[src/rtl/mdio_master.sv]
// Clause-22 MDIO management master: divides clk into MDC and serialises one
// read or write frame per start, with a split out/oe/in pin for the pad buffer.
module mdio_master #(
  parameter int DIVISOR      = 4,
  parameter int PREAMBLE_LEN = 32
) (
  input  logic        clk,
  input  logic        i_reset,
  input  logic        i_start,
  input  logic        i_write,
  input  logic [4:0]  i_phy_addr,
  input  logic [4:0]  i_reg_addr,
  input  logic [15:0] i_wdata,
  output logic [15:0] o_rdata,
  output logic        o_done,
  output logic        o_busy,
  output logic        o_ta_err,
  output logic        o_mdc,
  output logic        o_mdio_out,
  output logic        o_mdio_oe,
  input  logic        i_mdio
);

  localparam int CW = $clog2(DIVISOR);
  localparam logic [CW-1:0] CNT_LAST = CW'(DIVISOR - 1);
  localparam logic [CW-1:0] CNT_HALF = CW'(DIVISOR / 2);
  localparam logic [4:0]    PRE_LAST = 5'((PREAMBLE_LEN > 0) ? PREAMBLE_LEN - 1 : 0);

  typedef enum logic [3:0] {IDLE, ARM, PRE, ST, OP, PHYAD, REGAD, TA, DATA} state_t;

  typedef struct packed {
    logic        wr;
    logic [4:0]  phy;
    logic [4:0]  rg;
    logic [15:0] wdata;
  } req_t;

  state_t        state, nxt_state;
  logic [4:0]    bitcnt, nxt_bc;
  logic [CW-1:0] cnt, cnt_nxt;
  logic          tick;
  req_t          req, req_in, req_cur;
  logic [14:0]   shreg;
  logic          ta_smp;
  logic [1:0]    drive;

  assign tick    = (cnt == CNT_LAST);
  assign cnt_nxt = tick ? '0 : cnt + CW'(1);
  assign req_in  = '{wr: i_write, phy: i_phy_addr, rg: i_reg_addr, wdata: i_wdata};
  assign req_cur = (state == IDLE) ? req_in : req;

  // {oe, out} for the cell identified by state and remaining-cell count
  function automatic logic [1:0] cell_drive(input state_t s, input logic [4:0] bc, input req_t r);
    logic [1:0] d;
    d = 2'b01;
    case (s)
      PRE:   d = 2'b11;
      ST:    d = {1'b1, bc == 5'd0};
      OP:    d = {1'b1, r.wr ? (bc == 5'd0) : (bc == 5'd1)};
      PHYAD: d = {1'b1, r.phy[bc[2:0]]};
      REGAD: d = {1'b1, r.rg[bc[2:0]]};
      TA:    d = {r.wr, r.wr ? (bc == 5'd1) : 1'b1};
      DATA:  d = {r.wr, r.wr ? r.wdata[bc[3:0]] : 1'b1};
      default: d = 2'b01;
    endcase
    return d;
  endfunction

  // Each state holds bitcnt = cells remaining after the current one
  always_comb begin
    nxt_state = state;
    nxt_bc    = bitcnt - 5'd1;
    case (state)
      IDLE, ARM: begin
        nxt_state = (PREAMBLE_LEN > 0) ? PRE : ST;
        nxt_bc    = (PREAMBLE_LEN > 0) ? PRE_LAST : 5'd1;
      end
      PRE:   if (bitcnt == 5'd0) begin nxt_state = ST;    nxt_bc = 5'd1;  end
      ST:    if (bitcnt == 5'd0) begin nxt_state = OP;    nxt_bc = 5'd1;  end
      OP:    if (bitcnt == 5'd0) begin nxt_state = PHYAD; nxt_bc = 5'd4;  end
      PHYAD: if (bitcnt == 5'd0) begin nxt_state = REGAD; nxt_bc = 5'd4;  end
      REGAD: if (bitcnt == 5'd0) begin nxt_state = TA;    nxt_bc = 5'd1;  end
      TA:    if (bitcnt == 5'd0) begin nxt_state = DATA;  nxt_bc = 5'd15; end
      DATA:  if (bitcnt == 5'd0) begin nxt_state = IDLE;  nxt_bc = 5'd0;  end
      default: begin nxt_state = IDLE; nxt_bc = 5'd0; end
    endcase
  end

  assign drive = cell_drive(nxt_state, nxt_bc, req_cur);

  always_ff @(posedge clk) begin
    if (i_reset) begin
      cnt        <= '0;
      o_mdc      <= 1'b0;
      state      <= IDLE;
      bitcnt     <= '0;
      req        <= '0;
      shreg      <= '0;
      ta_smp     <= 1'b0;
      o_mdio_out <= 1'b1;
      o_mdio_oe  <= 1'b0;
      o_busy     <= 1'b0;
      o_done     <= 1'b0;
      o_rdata    <= '0;
      o_ta_err   <= 1'b0;
    end else begin
      cnt    <= cnt_nxt;
      o_mdc  <= (cnt_nxt >= CNT_HALF);
      o_done <= 1'b0;
      if (state == IDLE && i_start) begin
        req    <= req_in;
        o_busy <= 1'b1;
        state  <= ARM;
      end
      // Cell boundary: sample the ending cell, then present the next one
      if (tick && (state != IDLE || i_start)) begin
        state                   <= nxt_state;
        bitcnt                  <= nxt_bc;
        {o_mdio_oe, o_mdio_out} <= drive;
        o_busy                  <= (nxt_state != IDLE);
        o_done                  <= (nxt_state == IDLE);
        if (state == TA && bitcnt == 5'd0) ta_smp <= i_mdio;
        if (state == DATA) begin
          shreg <= {shreg[13:0], i_mdio};
          if (nxt_state == IDLE && !req.wr) begin
            o_rdata  <= {shreg, i_mdio};
            o_ta_err <= ta_smp;
          end
        end
      end
    end
  end

endmodule

[config.mk]
export PLATFORM = sky130hd
export DESIGN_NAME = mdio_master
export DESIGN_NICKNAME = d
export VERILOG_FILES = /design/src/rtl/mdio_master.sv
export SDC_FILE = /design/constraint.sdc
export NUM_CORES = 1
export LEC_CHECK = 0
export ABC_AREA = 1
export CAP_MARGIN = 5
export CORE_MARGIN = 3
export CORE_UTILIZATION = 30
export CTS_CLUSTER_DIAMETER = 150
export DETAILED_ROUTE_END_ITERATION = 7
export PLACE_DENSITY_LB_ADDON = 0.3
export REMOVE_ABC_BUFFERS = 1
export SKIP_LAST_GASP = 1
export SYNTH_ARGS = -nofsm -noshare
export SYNTH_HDL_FRONTEND = slang
export SYNTH_SLANG_ARGS = --single-unit
export TNS_END_PERCENT = 100
[constraint.sdc]
create_clock -name clk -period 3.9 [get_ports clk]
set_input_delay 0.78 -clock clk [delete_from_list [all_inputs] [get_ports clk]]
set_output_delay 0.78 -clock clk [all_outputs]
set_load 0.01 [all_outputs]
==> impl_metrics.env, run 1 <==
export IMPL_outcome="finished, final reports clean"
export IMPL_rsz0062_at_grt="no"
export IMPL_cts_sinks=75
export IMPL_ys_warn_count=0
export IMPL_core_area_sq_um=12900
export IMPL_finalSetupViolCount=0
export IMPL_nets=662
export IMPL_avgSynthCellArea_sq_um=6.82
export IMPL_dr_pass1_iters=4
export IMPL_synth_ff_type="dfxtp_1"
export IMPL_min_path_type="reg2reg"
export IMPL_die_h_um=122
export IMPL_clk_pin_slew_ns=0.06
export IMPL_netlist_instances=592
export IMPL_routabilityCongestion=0.870
export IMPL_tightest_slew_ns=0.672
export IMPL_period_needed_ns=2.59
export IMPL_post_cts_setup_buffers=0
export IMPL_final_cell_area_sq_um=4950
export IMPL_fin_ws_ns=1.31
export IMPL_grt_ovfl_total=0
export IMPL_cts_tree="built"
export IMPL_initial_core_util=0.314
export IMPL_numCtsBuffers=9
export IMPL_cts_root_buffer="clkbuf_16"
export IMPL_diodes=0
export IMPL_maxClockFrequency_mhz=386
export IMPL_hold_viol=0
export IMPL_cp_cell_sequence="nor2_4 > nand2_2 > inv_2 > o21ai_0 > nand2_1 > nand2_1 > nand2_1 > nand2_1 > nand2_1 > nand2_1 > nand3_1 > nor2_1 > nand2_1 > nand2_1 > nand2_1"
export IMPL_cp_end_kind="register"
export IMPL_multi_input_area_sq_um=2110
export IMPL_setup_tns_ns=0
export IMPL_yosys_area_top_type="dfxtp_1"
export IMPL_placed_area_sq_um=4620
export IMPL_wl_mm=9.56
export IMPL_area_growth_synth_to_final_pct=22.5
export IMPL_power_density_nw_per_um2=411
export IMPL_drcViolationCount=0
export IMPL_nFillCells=1320
export IMPL_ys_async_sr_fraction=0
export IMPL_die_area_sq_um=14900
export IMPL_p_leak_nw=1.96
export IMPL_vias=3739
export IMPL_cpMostUsedCell="nand2_1"
export IMPL_cp_max_fo=36
export IMPL_postCtsResizedCells=0
export IMPL_ant_nets=0
export IMPL_crit_arrival_ns=2.82
export IMPL_synth_area_sq_um=4040
export IMPL_path_class="reg2reg"
export IMPL_synth_edf_count=0
export IMPL_slowest_delay_ns=0.60
export IMPL_grt_pass1_wl_mm=16.3
export IMPL_crit_family="simple AND/OR/NAND/NOR gates"
export IMPL_clk_latency_ns=0.33
export IMPL_grt_start_max_net_pins=37
export IMPL_slew_viol_final=0
export IMPL_cts_buffer_depth=2
export IMPL_wl_per_cell_um=11.9
export IMPL_numPortBuffers=52
export IMPL_ff_latch_area_sq_um=1500
export IMPL_synthDistinctLibCells=41
export IMPL_fin_util=0.384
export IMPL_grt_pass1_vias=3430
export IMPL_die_w_um=122
export IMPL_maxCapViolations=0
export IMPL_viasPerCell=4.64
export IMPL_io_pins=53
export IMPL_seq_area_frac_synth=0.372
export IMPL_layout_worst_path_cycle_share=0.664
export IMPL_holdBufCountCts=0
export IMPL_drive_gt1_frac=0.131
export IMPL_num_rows=41
export IMPL_netlist_top_cells_area="dfxtp_1, nand2_1, a21oi_1"
export IMPL_synth_top_area_share=0.372
export IMPL_antenna_found_initial=0
export IMPL_first_iter_violations=203
export IMPL_worstSetupStartpointType="register"
export IMPL_timing_clock_skew_ns=0.00613
export IMPL_worst_path_buf_inv=1
export IMPL_crit_required_ns=4.13
export IMPL_vdd_drop_max_mv=0.197
export IMPL_place_worst_setup_slack_ns=1.27
export IMPL_dpl_cell_count=790
export IMPL_dp_hpwl_mm=6.82
export IMPL_cpMaxStageDelayCell="dfxtp_1"
export IMPL_ys_ff_latch=75
export IMPL_maxSlewHeadroom=0.550
export IMPL_grt_usage=0.135
export IMPL_final_instance_count_excl_fill=806
export IMPL_htreeDepth=3
-- registers in the layout, indices dropped and copies added, names as in the netlist, 4 cells and up --
| name | flops |
|---|---|
| bitcnt | 5 |
| state | 4 |
| req | 27 |
| o_rdata | 16 |
| shreg | 15 |
-- path summary, 6_finish.rpt --
path	end	startpoint	cells past startpoint	slack (ns)
worst max-delay path	o_mdio_out$_SDFFE_PP1P_	state[2]$_SDFFE_PP0P_	15	1.31
worst min-delay path	cnt[0]$_SDFF_PP0_	cnt[0]$_SDFF_PP0_	1	0.42
worst max register to register	o_mdio_out$_SDFFE_PP1P_	state[2]$_SDFFE_PP0P_	15	1.31
worst min register to register	cnt[0]$_SDFF_PP0_	cnt[0]$_SDFF_PP0_	1	0.42
-- through the flow --
stage / total power, W / hold WS, ns
2_1_floorplan: 0.00104 / 0.398
3_3_place_gp: 0.00115 / 0.413
3_5_place_dp: 0.00115 / 0.417
4_1_cts: 0.00206 / 0.429
5_1_grt: 0.00213 / 0.434
6_report: 0.00203 / 0.424
-- synth_stat cells (2+ instances only) --
master,instances
nand3_1,39
nor2_2,6
nand2_1,196
nand2_2,17
nor2_4,4
nand2_4,4
buf_8,2
a211oi_1,6
a21oi_1,57
buf_6,4
nand3_4,3
o21ai_0,34
nand3_2,2
inv_2,8
nor2_1,20
o211ai_1,2
nand4_1,3
nor3_4,2
a21oi_2,10
ha_1,2
dfxtp_1,75
clkbuf_1,16
nor3_1,2
inv_1,56
buf_2,6
-- kinds of logic (layout without fill, tap and decap cells) --
kind of cell / Yosys count / after routing / synth area share
flip-flops: 75 / 75 / 0.372
AND/OR/NAND/NOR: 301 / 301 / 0.346
buffers and inverters: 96 / 138 / 0.106
adder cells (fa/ha/maj): 2 / 2 / 0.00619
AO/OA/AOI/OAI: 117 / 117 / 0.169
XOR/XNOR: 1 / 1 / 0.00217
-- area by class of cell --
class / count / area share
Clock buffer: 9 / 0.0455
Multi-Input combinational cell: 421 / 0.427
Sequential cell: 75 / 0.303
Inverter: 66 / 0.0506
Clock inverter: 7 / 0.0200
Timing Repair Buffer: 56 / 0.110
Tap cell: 172 / 0.0435
-- cells in the final DEF, fill, tap and decap left out, drive strengths merged, types with 2 or more instances in the layout --
cell type and instances:
nand3 44, ha 2, bufinv 2, o211ai 2, buf 5, clkdlybuf4s50 51, a21oi 68, o21ai 37
nor3 5, dfxtp 75, clkinv 3, nand2 217, inv 67, nand4 3, clkbuf 9, or2 2
nor2 30, a211oi 6
-- per-layer routing --
| metal | up-vias | track usage | wire, um |
|---|---|---|---|
| met3 | 8 | 0.0251 | 339 |
| met2 | 63 | 0.215 | 4480 |
| met5 | - | 0 | 0 |
| li1 | 1966 | - | - |
| met1 | 1702 | 0.183 | 4630 |
| met4 | 0 | 0.0476 | 116 |
-- report_power, final --
part	switching (W)	total (W)	internal, W
Clock	0.000336	0.000901	0.000564
Combinational	0.000198	0.000313	0.000115
Sequential	0.0000181	0.000819	0.000800
No activity file was read; power rests on OpenSTA's default activity.
==> run 2: changes to the inputs <==
Clock period 3.9 ns to 2.3 ns, I/O delays scaled along.
==> run 2 against run 1 <==
  * Via count up 1.8%
  * Die area unchanged
  * Combinational power up 88%
  * Utilization up 1.4 points
  * Register-to-register slack worse by 1.1 ns
  * Non-clock buffer count up 15
  * Clock skew about the same
  * Fmax up 25%
  * Critical path type unchanged
  * Setup slack worse by 1.1 ns
  * Power up 73%
  * Hold slack better by 0.0012 ns
  * Critical path depth down 4
  * Largest power group unchanged
==> impl_metrics.env, run 2 (synthesis results as in run 1) <==
export IMPL_setup_tns_ns=0
export IMPL_clk_pin_slew_ns=0.06
export IMPL_power_density_nw_per_um2=687
export IMPL_outcome="finished, final reports clean"
export IMPL_p_leak_nw=2.07
export IMPL_path_class="reg2reg"
export IMPL_largest_register_ffs=27
export IMPL_clk_latency_ns=0.34
export IMPL_antenna_found_initial=0
export IMPL_drive_gt1_frac=0.157
export IMPL_rsz0062_at_grt="no"
export IMPL_regMostFlops="req"
export IMPL_cts_sinks=75
export IMPL_initial_core_util=0.314
export IMPL_layout_worst_path_cycle_share=0.902
export IMPL_met2_usage=0.218
export IMPL_dp_hpwl_mm=7.01
export IMPL_nFillCells=1325
export IMPL_cp_end_kind="register"
export IMPL_final_cell_mix="nand2_1, dfxtp_1, a21oi_1"
export IMPL_crit_arrival_ns=2.35
export IMPL_numCtsBuffers=9
export IMPL_diodes=0
export IMPL_maxCapViolations=0
export IMPL_first_iter_violations=161
export IMPL_num_rows=41
export IMPL_drcViolationCount=0
export IMPL_grt_usage=0.135
export IMPL_fin_ws_ns=0.225
export IMPL_finalSetupViolCount=0
export IMPL_die_w_um=122
export IMPL_timing_clock_skew_ns=0.00591
export IMPL_crit_family="simple AND/OR/NAND/NOR gates"
export IMPL_holdBufCountCts=0
export IMPL_worstSetupStartpointType="register"
export IMPL_area_growth_synth_to_final_pct=27.0
export IMPL_critPathLaunch="bitcnt[0]$_SDFFE_PP0P_"
export IMPL_hold_start="cnt[0]$_SDFF_PP0_"
export IMPL_gr_usage_met3=0.0260
export IMPL_maxSlewHeadroom=0.700
export IMPL_fin_util=0.398
export IMPL_cts_root_buffer="clkbuf_16"
export IMPL_htreeDepth=3
export IMPL_numPortBuffers=52
export IMPL_period_needed_ns=2.08
export IMPL_wl_per_cell_um=12.0
export IMPL_p_int_w=0.00255
export IMPL_min_path_type="reg2reg"
export IMPL_pwr_share_seq=0.394
export IMPL_p_switching_w=0.000970
export IMPL_top_usage_layer="met2"
export IMPL_core_area_sq_um=12900
export IMPL_maxClockFrequency_mhz=482
export IMPL_tightest_slew_ns=0.450
export IMPL_final_common_cell="nand2_1"
export IMPL_grt_pass1_wl_mm=16.2
export IMPL_routabilityCongestion=0.840
export IMPL_worst_path_buf_inv=3
export IMPL_ff_latch_area_sq_um=1500
export IMPL_grt_ovfl_total=0
export IMPL_r2r_start="bitcnt[0]$_SDFFE_PP0P_"
export IMPL_cp_cell_sequence="inv_1 > ha_2 > nand3_4 > nor2_2 > inv_2 > a21oi_4 > nor3_4 > nand3_4 > buf_4 > nand2_1 > a21oi_2"
export IMPL_cts_tree="built"
export IMPL_slew_viol_final=0
export IMPL_cpMaxStageDelayCell="dfxtp_1"
export IMPL_multi_input_area_sq_um=2140
export IMPL_combPwrFrac=0.167
export IMPL_die_h_um=122
export IMPL_met1_usage=0.176
export IMPL_clock_power_share=0.439
export IMPL_hold_viol=0
export IMPL_cpMostUsedCell="nand3_4"
export IMPL_slowest_delay_ns=0.33
export IMPL_crit_required_ns=2.57
export IMPL_dr_pass1_iters=4
export IMPL_vias=3805
export IMPL_swShare=0.276
export IMPL_viasPerCell=4.63
export IMPL_place_worst_setup_slack_ns=0.111
export IMPL_ant_nets=0
export IMPL_reg_top3="req x27, o_rdata x16, shreg x15"
export IMPL_cp_max_fo=17
export IMPL_nets=678
export IMPL_wl_mm=9.86
export IMPL_vdd_drop_max_mv=0.373
export IMPL_grt_start_max_net_pins=50
export IMPL_cts_buffer_depth=2
export IMPL_grt_pass1_vias=3509
export IMPL_die_area_sq_um=14900
export IMPL_io_pins=53
-- run 2: layout make-up --
type	instances	area share
clock buffer	9	0.0439
tap	172	0.0420
sequential	75	0.293
multi-input combinational	422	0.417
clock inverter	7	0.0195
timing repair buffer	71	0.136
inverter	66	0.0493
-- run 2: path summary, 6_finish.rpt --
check | to | slack [ns] | cells after the start
max reg2reg | o_rdata[9]$_SDFFE_PP0P_ | 0.22 | 11
max | o_rdata[9]$_SDFFE_PP0P_ | 0.22 | 11
min | cnt[0]$_SDFF_PP0_ | 0.43 | 1
min reg2reg | cnt[0]$_SDFF_PP0_ | 0.43 | 1
-- run 2: power groups by stage --
stage / Combinational (W) / Clock, W / Sequential (W)
3_5_place_dp: 0.000558 / 0 / 0.00142
2_1_floorplan: 0.000346 / 0 / 0.00141
5_1_grt: 0.000665 / 0.00162 / 0.00139
6_report: 0.000588 / 0.00155 / 0.00139
4_1_cts: 0.000561 / 0.00158 / 0.00139
3_3_place_gp: 0.000553 / 0 / 0.00141
-- run 2: per-stage QoR --
stage                     instances  area [sq um]  hold WS (ns)  power [W]
final                           822          5130         0.426    0.00352
after global routing            822          5130         0.449    0.00368
after CTS                       817          5060         0.430    0.00353
after detailed placement        801          4730         0.416    0.00197
after global placement          801          4730         0.414    0.00197
after floorplan                 562          3860         0.398    0.00176
-- run 2: per-layer routing --
| metal | wire length [um] | vias up |
|---|---|---|
| met5 | 0 | - |
| met4 | 140 | 0 |
| met3 | 251 | 10 |
| met2 | 4650 | 55 |
| met1 | 4820 | 1742 |
| li1 | - | 1998 |
-- run 2: timing repair --
item | in CTS | in global routing
buffers inserted | 0 | 4
setup endpoints to repair | 0 | 14
resized for setup | 0 | 7
